$ cat src/rtl/p2s_v2_if.sv
// p2s_v2_if: parallel word handshake in, framed serial stream out
interface p2s_v2_if #(parameter int W = 4);
  logic [W-1:0] din;
  logic din_valid, din_ready, start, sin, busy;
  modport master(output din, din_valid, input din_ready, start, sin, busy);
  modport slave(input din, din_valid, output din_ready, start, sin, busy);
endinterface

$ cat src/rtl/p2s_v2.sv
// p2s_v2: MSB-first parallel-to-serial framer with a one-word holding buffer
module p2s_v2 #(parameter int W = 4) (
  input logic clk,
  input logic rst_n,
  p2s_v2_if.slave s
);
  localparam int CW = $clog2(W);
  typedef enum logic {IDLE, SHIFT} state_t;
  state_t state, state_n;
  logic [W-1:0] sh, sh_n, buf_data, buf_n;
  logic [CW-1:0] cnt, cnt_n;
  logic buf_full, bf_n, start_q, start_n, xfer, last;
  assign s.din_ready = !buf_full;
  assign s.start = start_q;
  assign s.sin = sh[W-1];
  assign s.busy = state == SHIFT;
  assign xfer = s.din_valid && !buf_full;
  assign last = cnt == CW'(W - 1);
  always_ff @(posedge clk or negedge rst_n)
    if (!rst_n) begin
      state <= IDLE;
      sh <= '0;
      cnt <= '0;
      buf_data <= '0;
      buf_full <= 1'b0;
      start_q <= 1'b0;
    end else begin
      state <= state_n;
      sh <= sh_n;
      cnt <= cnt_n;
      buf_data <= buf_n;
      buf_full <= bf_n;
      start_q <= start_n;
    end
  always_comb begin
    state_n = state;
    sh_n = sh;
    cnt_n = cnt;
    buf_n = buf_data;
    bf_n = buf_full;
    start_n = 1'b0;
    if (state == IDLE) begin
      if (xfer) begin
        state_n = SHIFT;
        sh_n = s.din;
        cnt_n = '0;
        start_n = 1'b1;
      end
    end else if (!last) begin
      sh_n = sh << 1;
      cnt_n = cnt + 1'b1;
      if (xfer) begin
        buf_n = s.din;
        bf_n = 1'b1;
      end
    end else if (buf_full) begin
      sh_n = buf_data;
      bf_n = 1'b0;
      cnt_n = '0;
      start_n = 1'b1;
    end else if (s.din_valid) begin
      sh_n = s.din;
      cnt_n = '0;
      start_n = 1'b1;
    end else begin
      // final shift flushes the register to zero so sin reads 0 while idle
      state_n = IDLE;
      sh_n = sh << 1;
      cnt_n = '0;
    end
  end
endmodule

$ cat src/flat_wrapper.sv
// flat-port wrapper written by rule: the top's interface ports become plain ports
module p2s_v2_flat 
#(parameter int W = 4)
  (clk, rst_n, s_din, s_din_valid, s_din_ready, s_start, s_sin, s_busy);
  p2s_v2_if #(.W(W)) s_i ();
  input logic clk;
  input logic rst_n;
  input wire logic [$bits(s_i.din)-1:0] s_din;
  input wire logic [$bits(s_i.din_valid)-1:0] s_din_valid;
  output wire logic [$bits(s_i.din_ready)-1:0] s_din_ready;
  output wire logic [$bits(s_i.start)-1:0] s_start;
  output wire logic [$bits(s_i.sin)-1:0] s_sin;
  output wire logic [$bits(s_i.busy)-1:0] s_busy;
  assign s_i.din = s_din;
  assign s_i.din_valid = s_din_valid;
  assign s_din_ready = s_i.din_ready;
  assign s_start = s_i.start;
  assign s_sin = s_i.sin;
  assign s_busy = s_i.busy;
  p2s_v2 #(.W(W)) u_core (.clk(clk), .rst_n(rst_n), .s(s_i));
endmodule
$ cat config.mk
export PLATFORM = sky130hd
export DESIGN_NAME = p2s_v2_flat
export DESIGN_NICKNAME = d
export VERILOG_FILES = /design/src/rtl/p2s_v2_if.sv /design/src/rtl/p2s_v2.sv /design/src/flat_wrapper.sv
export SDC_FILE = /design/constraint.sdc
export NUM_CORES = 1
export LEC_CHECK = 0
export ABC_AREA = 0
export BUFFER_PORTS_ARGS = -buffer_cell sky130_fd_sc_hd__buf_2
export CORE_UTILIZATION = 44
export CTS_BUF_LIST = sky130_fd_sc_hd__clkbuf_16
export CTS_CLUSTER_SIZE = 8
export DETAILED_ROUTE_END_ITERATION = 12
export PLACE_DENSITY = 0.63
export RECOVER_POWER = 100
export SYNTH_ARGS = -nofsm -noshare
export SYNTH_HDL_FRONTEND = slang
export SYNTH_SLANG_ARGS = --single-unit
$ cat constraint.sdc
create_clock -name clk -period 2.3 [get_ports clk]
set_input_delay 0.46 -clock clk [delete_from_list [all_inputs] [get_ports clk]]
set_output_delay 0.46 -clock clk [all_outputs]
set_load 0.02 [all_outputs]
Word-level counts from Yosys, hierarchy flattened. Cells that the tools add are included.

Bitwise logic cells: 1. Add/subtract/negate cells: 1. Reduce and logical (&&, ||, !) cells: 6. Muxes and demuxes: 17. Equal/unequal tests: 1.

Operators by type and width (number): 2-to-1 mux 4 bit (5); 2-to-1 mux 1 bit (9); 2-to-1 mux 2 bit (3); nonzero test 2 bit (2); AND reduction 3 bit (1); adder 2 x 1 -> 2 bit (second input constant) (1); equality test 2 bit (second input constant) (1); AND reduction 2 bit (1); logical AND 1 bit (1); zero test 1 bit (1); NOT 1 bit (1).

Bits in registers: 13.

Depth between registers and ports, before layout.
Depth in word-level cells: 4. Gate-level depth with buffers: 4. Mapped depth without buffers: 4.

Least setup slack after synthesis. No wires, ideal clock.

Path type: register -> register. From: register u_core.state, in the netlist u_core.s.busy. To: register u_core.buf_data[0]. Required time: 2.175 ns. Cell stages (with the launch flop): 5. Clock period less this slack: 1.391 ns. Arrival time: 1.266 ns. Setup slack: 0.909 ns. Path buffers: 1. Path through: dfrtp_1 -> buf_4 -> inv_2 -> nor3_4 -> mux2_2.

Word-level cells in the longest chain between the ends: 1.

RTL lines: start: declaration (line p2s_v2.sv:9) `state_t state, state_n;`; start signal: assignment (line p2s_v2.sv:28) `state <= state_n;`; AND reduction 3 bit (no source line); end signal: assignment (line p2s_v2.sv:31) `buf_data <= buf_n;`; end: declaration (line p2s_v2.sv:10) `logic [W-1:0] sh, sh_n, buf_data, buf_n;`.

No other way between the ends. A chain may end at the register's enable or synchronous reset.

Final worst setup path.
From: register u_core.buf_full. To: register u_core.buf_data[3].

Word-level cells in the longest chain between the ends: 3.

RTL lines: start: declaration (line p2s_v2.sv:12) `logic buf_full, bf_n, start_q, start_n, xfer, last;`; start signal: assignment (line p2s_v2.sv:32) `buf_full <= bf_n;`; zero test 1 bit (line p2s_v2.sv:17) `assign xfer = s.din_valid && !buf_full;`; logical AND 1 bit (line p2s_v2.sv:17); AND reduction 3 bit (no source line).

No other way between the ends.

==> metrics <==
status complete, no violations; Clock Latency Late Sink 0.24 ns; crit-path max FO 11; drt initial violations 3; area of the mapped netlist 647 um2; final hold vios 0; LEAKAGE 0.333 nW; Startpoint Class register; Tot GR Track Use 18.9%; Yosys top cell area share 50.3%; fin crit share 76.4%; ANT nets after route 0; CTS H-tree lvls 1; max cap viols 0; count leader, synth dfrtp_1; CP endpoint kind register; Tmin final 1.76 ns; # hold bufs at CTS 0; Clock Tree Root clkbuf_16; fraction of final layout cells sized beyond drive strength 1 18.3%; Psw 0.407 mW; final setup fails 0; Die Area 1630 um2; Sink Count 13; Die W 40.3 um; average size of a mapped cell 10.8 um2; Power Density 1540 nW/um2; Crit path arrival time 1.88 ns; placed inst area 692 um2; sequential element share of the synthesized area 50.3%; Post-synth EDFFs 0; xor/xnor share of the synthesized area 0%; Synth Flop Type dfrtp_1; Async S/R FF share, synth 100%; max-slew violation count 0; simple-gate share of the synthesized area 15.9%; Flop pwr share 37.8%; clock skew 0.00218 ns; Initial Util 48.5%; setup TNS 0 ns; Distinct cells, synth 28; complex-gate fraction of the synthesized area 16.4%; Synth area leader dfrtp_1; # rows 13; gr ovfl total 0; gpl congestion 0.821; Synth area leaders dfrtp_1 (50%), mux2_2 (7.0%), nand2_1 (3.5%); Critical Path RT 2.42 ns; Post CTS Setup Buffer Count 0; n_diodes 0; post-synthesis cell count 60; I/O Pins 11; Switching Share 35.2%; RSZ-0062 raised after global routing no; vias in the first global route 427; Hold WC Path Type input port to asynchronous set/reset pin; synthesized flop and latch total 13; R2R Setup Slk 0.54 ns; Die Height 40.3 um; fin area 751 um2; clock-pin slew on the worst setup and hold paths 0.04 ns; drc violations 0; WL final 1.23 mm; largest net degree at the start of global routing 14; PortBufs 10; number of buffers created by CTS 3; Max Fclk 569 MHz; post-synth net total 68; Synth Area in Adders 1.93%; Post-synth top cells dfrtp_1 (13), nand2_1 (6), mux2_2 (4), o21ai_0 (4); mux share of post-synthesis cell area 10.1%; first-pass GRT wire length 1.86 mm; worst rel slew slack 55.2%; Comb power frac 35.1%; largest family of logic cells by synthesized area compound AO/OA/AOI/OAI gates; WL/cell 14.3 um; CP Class register to register; vias per std cell 5.62; DR pass1 iterations 2; vias post-DR 483; post-CTS sizing 0; Tightest Pin Transition 0.672 ns; CTS Buffer Depth 2; worst vdd ir 857 uV; core area 1330 um2; final net count 80; antenna violations before repair 0; CTS tree built; Clock power frac 27.1%; synth warn 0; Internal 0.750 mW; synthesis-to-finish area growth 16.1%
-- layer usage --
layer | global-route usage, % | vias up | share of wire (%) | routed length, um
li1 | - | 244 | - | -
met1 | 21.3 | 225 | 46 | 558
met2 | 28.6 | 12 | 49 | 603
met3 | 10.6 | 2 | 4.4 | 54
met4 | 9.17 | 0 | 0.82 | 10
met5 | 0 | - | 0 | 0
-- metrics by stage --
stage	util, %	power, mW	worst slack (ns)	hold WS [ns]	std cells
2_1_floorplan	-	0.775	0.909	0.164	60
3_3_place_gp	51.9	0.859	0.762	0.361	82
3_5_place_dp	51.9	0.870	0.743	0.360	82
4_1_cts	57.8	1.19	0.749	0.107	86
5_1_grt	56.3	1.25	0.439	0.310	86
6_report	56.3	1.16	0.542	0.232	86
-- registers in the layout, indices dropped and copies added, names as in the netlist --
name             count
u_core.cnt           2
u_core.s.busy        1
u_core.s.start       1
u_core.buf_full      1
u_core.buf_data      4
u_core.sh            4
-- path summary, 6_finish.rpt --
path,start,endpoint,cells after the start
max in group asynchronous,rst_n,u_core.buf_data[0],1
max reg2reg,u_core.buf_full,u_core.buf_data[3],3
min,rst_n,u_core.s.start,1
min in group clk,s_din[1],u_core.buf_data[1],2
min reg2reg,u_core.cnt[0],u_core.cnt[0],1
max,u_core.buf_full,u_core.buf_data[3],3
-- layout make-up --
class / count / area [um2]
repair buffers: 10 / 43.8
clock inverters: 1 / 3.75
multi-input cells: 41 / 273
flip-flops and latches: 13 / 325
fillers: 126 / 583
clock buffers: 3 / 75.1
inverters: 3 / 11.3
well taps: 15 / 18.8
-- cells by family after synthesis --
family,Yosys count
multiplexers,6
buffers and inverters,6
AND/OR/NAND/NOR,18
AO/OA/AOI/OAI,16
flip-flops,13
adder cells (fa/ha/maj),1
-- worst max-delay path, stage by stage (launching register included) --
cell and delay (ns):
dfrtp_1 0.47, nand2b_1 0.31, nor3_1 0.47, mux2_2 0.39
-- power by group through the flow --
stage | Combinational, mW | Clock, mW | Sequential (mW)
floorplan | 0.357 | 0 | 0.419
global placement | 0.422 | 0 | 0.437
detailed placement | 0.432 | 0 | 0.439
CTS | 0.432 | 0.322 | 0.437
global route | 0.459 | 0.336 | 0.454
finish | 0.406 | 0.313 | 0.438
-- cells in the final DEF (no fill, tap or decap), drive strengths merged, types with 2 or more instances in the layout --
master,n
a21oi,2
a221oi,2
a32oi,2
buf,5
clkbuf,8
dfrtp,13
inv,4
mux2,4
mux2i,2
nand2,6
nor2,3
nor2b,2
nor3,2
o21ai,4
o22ai,3
Power figures use the tool's default switching activity.
